`config.mk`:
```
export PLATFORM = sky130hd
export DESIGN_NAME = matrix_mult_controller
export DESIGN_NICKNAME = d
export VERILOG_FILES = /design/src/rtl/matrix_mult_controller.sv
export SDC_FILE = /design/constraint.sdc
export NUM_CORES = 1
export LEC_CHECK = 0
export ABC_CLOCK_PERIOD_IN_PS = 12850
export CAP_MARGIN = 20
export CELL_PAD_IN_SITES_DETAIL_PLACEMENT = 1
export CELL_PAD_IN_SITES_GLOBAL_PLACEMENT = 1
export CORE_MARGIN = 5
export CORE_UTILIZATION = 45
export DETAILED_ROUTE_END_ITERATION = 10
export HOLD_SLACK_MARGIN = 0.06
export PLACE_DENSITY = 0.85
export SLEW_MARGIN = 25
export SYNTH_ARGS = -nofsm -noshare
export SYNTH_HDL_FRONTEND = slang
export SYNTH_HIERARCHICAL = 1
export SYNTH_SLANG_ARGS = --single-unit
export TNS_END_PERCENT = 100
```
`constraint.sdc`:
```
create_clock -name clk -period 12.85 [get_ports clk]
set_input_delay 1.285 -clock clk [delete_from_list [all_inputs] [get_ports clk]]
set_output_delay 1.285 -clock clk [all_outputs]
set_load 0.02 [all_outputs]
```
`src/rtl/matrix_mult_controller.sv`:
```
// DIMxDIM unsigned 4-bit matrix product on one shared multiplier, one element product per cycle.
// Latency DIM^3+1 cycles from input handshake to out_valid; result held until out_ready.

module matrix_multiplication_module (
  input  logic [3:0] i_a,
  input  logic [3:0] i_b,
  output logic [7:0] o_p
);
  logic [7:0] w_pp [4];

  always_comb begin
    for (int n = 0; n < 4; n++) begin
      w_pp[n] = i_b[n] ? ({4'b0000, i_a} << n) : 8'd0;
    end
  end

  assign o_p = w_pp[0] + w_pp[1] + w_pp[2] + w_pp[3];
endmodule

module matrix_mult_controller #(
  parameter  int DIM   = 2,
  localparam int ACC_W = 8 + $clog2(DIM)
) (
  input  logic                       clk,
  input  logic                       rst_n,
  input  logic                       in_valid,
  output logic                       in_ready,
  input  logic [4*DIM*DIM-1:0]       a_in,
  input  logic [4*DIM*DIM-1:0]       b_in,
  output logic                       out_valid,
  input  logic                       out_ready,
  output logic [ACC_W*DIM*DIM-1:0]   c_out,
  output logic                       busy
);
  localparam int CW = (DIM > 1) ? $clog2(DIM) : 1;
  localparam logic [CW-1:0] LAST = CW'(DIM - 1);

  typedef enum logic [1:0] {S_IDLE, S_MAC, S_DONE} state_t;

  state_t                 r_state;
  logic [4*DIM*DIM-1:0]   r_a;
  logic [4*DIM*DIM-1:0]   r_b;
  logic [CW-1:0]          r_i;
  logic [CW-1:0]          r_j;
  logic [CW-1:0]          r_k;
  logic [ACC_W-1:0]       r_acc;
  logic [ACC_W-1:0]       r_c [DIM][DIM];
  logic                   r_in_ready;
  logic                   r_out_valid;
  logic                   r_busy;

  logic [3:0]             w_a_mat [DIM][DIM];
  logic [3:0]             w_b_mat [DIM][DIM];
  logic [3:0]             w_mul_a;
  logic [3:0]             w_mul_b;
  logic [7:0]             w_p;
  logic [ACC_W-1:0]       w_p_ext;
  logic [ACC_W-1:0]       w_sum;

  for (genvar r = 0; r < DIM; r++) begin : g_row
    for (genvar c = 0; c < DIM; c++) begin : g_col
      assign w_a_mat[r][c] = r_a[4*(r*DIM+c) +: 4];
      assign w_b_mat[r][c] = r_b[4*(r*DIM+c) +: 4];
      assign c_out[ACC_W*(r*DIM+c) +: ACC_W] = r_c[r][c];
    end
  end

  assign w_mul_a = w_a_mat[r_i][r_k];
  assign w_mul_b = w_b_mat[r_k][r_j];

  matrix_multiplication_module u_mul (
    .i_a (w_mul_a),
    .i_b (w_mul_b),
    .o_p (w_p)
  );

  // First term of each dot product restarts the accumulator instead of adding.
  assign w_p_ext = {{(ACC_W-8){1'b0}}, w_p};
  assign w_sum   = (r_k == '0) ? w_p_ext : r_acc + w_p_ext;

  always_ff @(posedge clk or negedge rst_n) begin
    if (!rst_n) begin
      r_state     <= S_IDLE;
      r_a         <= '0;
      r_b         <= '0;
      r_i         <= '0;
      r_j         <= '0;
      r_k         <= '0;
      r_acc       <= '0;
      for (int r = 0; r < DIM; r++) begin
        for (int c = 0; c < DIM; c++) begin
          r_c[r][c] <= '0;
        end
      end
      r_in_ready  <= 1'b1;
      r_out_valid <= 1'b0;
      r_busy      <= 1'b0;
    end else begin
      case (r_state)
        S_IDLE: begin
          if (in_valid) begin
            r_a        <= a_in;
            r_b        <= b_in;
            r_i        <= '0;
            r_j        <= '0;
            r_k        <= '0;
            r_state    <= S_MAC;
            r_in_ready <= 1'b0;
            r_busy     <= 1'b1;
          end
        end
        S_MAC: begin
          r_acc <= w_sum;
          if (r_k == LAST) begin
            r_c[r_i][r_j] <= w_sum;
          end
          if (r_k != LAST) begin
            r_k <= r_k + CW'(1);
          end else begin
            r_k <= '0;
            if (r_j != LAST) begin
              r_j <= r_j + CW'(1);
            end else begin
              r_j <= '0;
              if (r_i != LAST) begin
                r_i <= r_i + CW'(1);
              end else begin
                r_i         <= '0;
                r_state     <= S_DONE;
                r_out_valid <= 1'b1;
              end
            end
          end
        end
        S_DONE: begin
          if (out_ready) begin
            r_state     <= S_IDLE;
            r_out_valid <= 1'b0;
            r_in_ready  <= 1'b1;
            r_busy      <= 1'b0;
          end
        end
        default: r_state <= S_IDLE;
      endcase
    end
  end

  assign in_ready  = r_in_ready;
  assign out_valid = r_out_valid;
  assign busy      = r_busy;
endmodule

```
==> run summary <==
After the last flow step, the layout net total stands at 479. The clock latency on the worst-skew pair is 370 ps. The slew at the pin with the worst max-slew slack came out at 704.1 ps. In this run the mean area of a mapped cell was around 12 sq um.

The remaining antenna violation count is 0. The number of endpoints failing setup at the final stage is 0. The die area is between 10000 and 15000 sq um. Yosys printed 6 warnings. The post-CTS setup buffer count is 0.

The startpoint of the tightest hold check path is c_out[10]. The buffer cell driving the clock tree root is sky130_fd_sc_hd__clkbuf_8. The first-pass GRT wire length is 17640 um. The antenna diode count came out at 0. The worst register-to-register path ends at c_out[35]. The I/O pin count came out at 75. The detailed-route wire length is between 10000 and 15000 um. The total nets after synthesis is ~400.

The number of levels in the clock H-tree came out at 3. Max-cap violations in this run came to 0. For the worst setup path, the data arrival time is 5720 ps. In this run, synthesis produced a sequential element count of between 80 and 90. The via count of the first global-routing pass is 3343.

Counting instances, the worst hold path has a depth of 2. Yosys mapped the design onto 39 distinct sky130hd cell types. The number of flops mapped to enable cells by yosys is 0. The path with the worst hold slack has its endpoint at c_out[10]. The row count is 35.

The count of vias placed by the detailed router is about 3000. The register-to-register setup slack is 7390 ps. Cells with a size suffix above 1 make up about a fifth of the layout. The placed instances occupy a cell area of 5051 sq um. The type of the worst setup path is reg -> reg. The required time of the critical path came out at 13110 ps. The detailed router's first-iteration violation count came out at 73. The width of the die came out at 106.7 um.

The tightest min-delay check is of the reg -> reg type. The mean number of vias per cell came out at 5.501. In this run the cell area of the synthesized design comes to around 4200 sq um.

The shortest period the worst path allows came out at 5459 ps. Setup repair after global routing left no endpoint under its margin. After clock tree synthesis, the repair step resized 0 gates. The most frequently used flop master after synthesis is sky130_fd_sc_hd__dfrtp_1. The number of antenna violations at the first check in global routing came out at 0. The effective utilization at floorplan is 45.73%. The summed negative setup slack over all endpoints is 0 ps. STA classifies the critical path endpoint as a register. STA classifies the critical path startpoint as a register. The number of clock buffers inserted by TritonCTS came out at 9.

The area growth from synthesis to layout is 24.52%. After floorplanning, the core was sized to cover 9196 sq um. The final estimated routing congestion in global placement came out at 0.7676. The number of iterations in the first detailed-routing pass came out at 4. For the worst flop-to-flop path, the logic depth is 17. The period utilization came out at 42.48%. The run finished with clean final reports. The post-detailed-route DRC marker count came out at 0. The count of mapped cells out of synthesis is about 350. The largest net degree at the start of global routing came out at 45.

The TritonCTS clock tree is done. The global route total overflow is 0. The startpoint of the worst register-to-register path is r_k. The relative max-transition margin came out at between 50% and 60%. The count of input and output buffers came out at 74. The clock transition at the registers of the reported paths is 100 ps.

The count of final max-slew check failures is 0. In this run the deepest clock path goes through 2 buffers. After clock tree synthesis, the flow added hold-fix buffers numbering 0. The final standard cell area without fillers is around 5200 sq um. The timing-limited maximum frequency is 183.2 MHz. The routed wire length per instance is 19.75 um. The HPWL after detailed placement is approximately 7500 um. Global routing used 20.00% of the available tracks.

The maximum fanout encountered on the critical timing path came out at 12. The part of the Yosys area used for sequential elements came out at 50.61%. From bottom edge to top edge, the die measures 106.7 um. The number of hold violations in the final report came to 0.

The clock skew after layout came out at 13.37 ps. Of all flip-flops after synthesis, the portion carrying an async set or reset was 100.0%. The number of sinks handled by clock tree synthesis is 85.
[how the worst max path moves through the flow]
stage	from	end	slack [ps]	depth (start not counted)
2_1_floorplan	r_k	c_out[17]	7710	20
3_3_place_gp	r_k	c_out[35]	7610	17
3_5_place_dp	r_k	c_out[35]	7450	17
4_1_cts	r_k	c_out[35]	7380	17
5_1_grt	r_k	c_out[35]	7140	17
6_report	r_k	c_out[35]	7390	17
[synth_stat cells (all sizes together), types with 6 or more instances]
master | instances | area share [%]
mux2 | 48 | 13
fa | 6 | 2.9
ha | 18 | 5.4
nand2 | 33 | 2.9
and2 | 13 | 1.9
buf | 11 | 1.4
mux2i | 8 | 1.9
a21o | 6 | 1.1
nand3 | 6 | 0.71
dfrtp | 84 | 50
nor2 | 17 | 1.6
inv | 10 | 0.89
o21ai | 24 | 2.9
mux4 | 8 | 4.3
a21oi | 17 | 2.1
[sequential cells by signal (all words and copies together), names as in the netlist]
| signal | cells |
|---|---|
| in_ready | 1 |
| r_j | 1 |
| r_k | 1 |
| r_state | 2 |
| r_b | 16 |
| c_out | 36 |
| busy | 1 |
| r_a | 16 |
| out_valid | 1 |
| r_acc | 9 |
| r_i | 1 |
[final cells by class]
cell class                 instances  area (sq um)
inverter                          10         37.54
timing repair buffer              77         780.7
tap                              111         138.9
fill                             968          3960
sequential                        85          2128
multi-input combinational        236          1966
clock buffer                      11         141.4
clock inverter                     5         43.79
[per-stage QoR]
stage	setup slack [ps]	util, %	cells	hold slack [ps]
3_3_place_gp	7614	54.63	518	459.8
4_1_cts	7377	56.94	535	491.6
2_1_floorplan	7714	-	347	456.3
5_1_grt	7139	56.94	535	522.5
6_report	7391	56.94	535	485.1
3_5_place_dp	7450	54.93	519	464.9
[kinds of logic (layout without fill, tap and decap cells)]
family                     Yosys count  after routing  synth area share (%)
muxes                               64             64                 19.04
xor gates and xnor gates             9              9                 1.874
adders and majority gates           24             24                 8.212
buffers and inverters               26            103                 2.708
and+or+nand+nor                     80             80                 9.016
DFF                                 85             85                 50.61
AOI/OAI and AO/OA                   59             59                 8.540
[routing by layer]
metal | global-route usage (%) | routed length [um] | up-vias
met5 | 0 | 0 | -
met4 | 6.575 | 199 | 0
met3 | 4.034 | 268 | 18
met2 | 36.29 | 5795 | 48
met1 | 23.61 | 4302 | 1510
li1 | - | - | 1367
[cells in the final DEF (no fill, tap or decap), drive strengths merged, types with 6 or more instances in the layout]
cell           synthesis  final
nand2                 33     33
clkdlybuf4s50          0     73
mux4                   8      8
ha                    18     18
and2                  13     13
a21o                   6      6
clkbuf                 5     11
dfrtp                 84     84
o21ai                 24     24
fa                     6      6
nand3                  6      6
nor2                  17     17
mux2i                  8      8
inv                   10     12
a21oi                 17     17
mux2                  48     48
[critical path, stage by stage (launching register included)]
cell,delay (ps)
sky130_fd_sc_hd__dfrtp_1,730
sky130_fd_sc_hd__mux4_2,620
sky130_fd_sc_hd__and2_1,210
sky130_fd_sc_hd__fa_1,530
sky130_fd_sc_hd__inv_1,50
sky130_fd_sc_hd__fa_1,540
sky130_fd_sc_hd__inv_1,50
sky130_fd_sc_hd__ha_1,210
sky130_fd_sc_hd__fa_1,400
sky130_fd_sc_hd__a21o_1,190
sky130_fd_sc_hd__a21oi_2,140
sky130_fd_sc_hd__xnor2_1,160
sky130_fd_sc_hd__ha_1,310
sky130_fd_sc_hd__and2_1,210
sky130_fd_sc_hd__a221o_1,320
sky130_fd_sc_hd__a41oi_2,220
sky130_fd_sc_hd__xnor2_1,150
sky130_fd_sc_hd__mux2_2,290
Power is not shown: default switching activity piles up to over one toggle a cycle in this logic, so the estimate is an artifact.
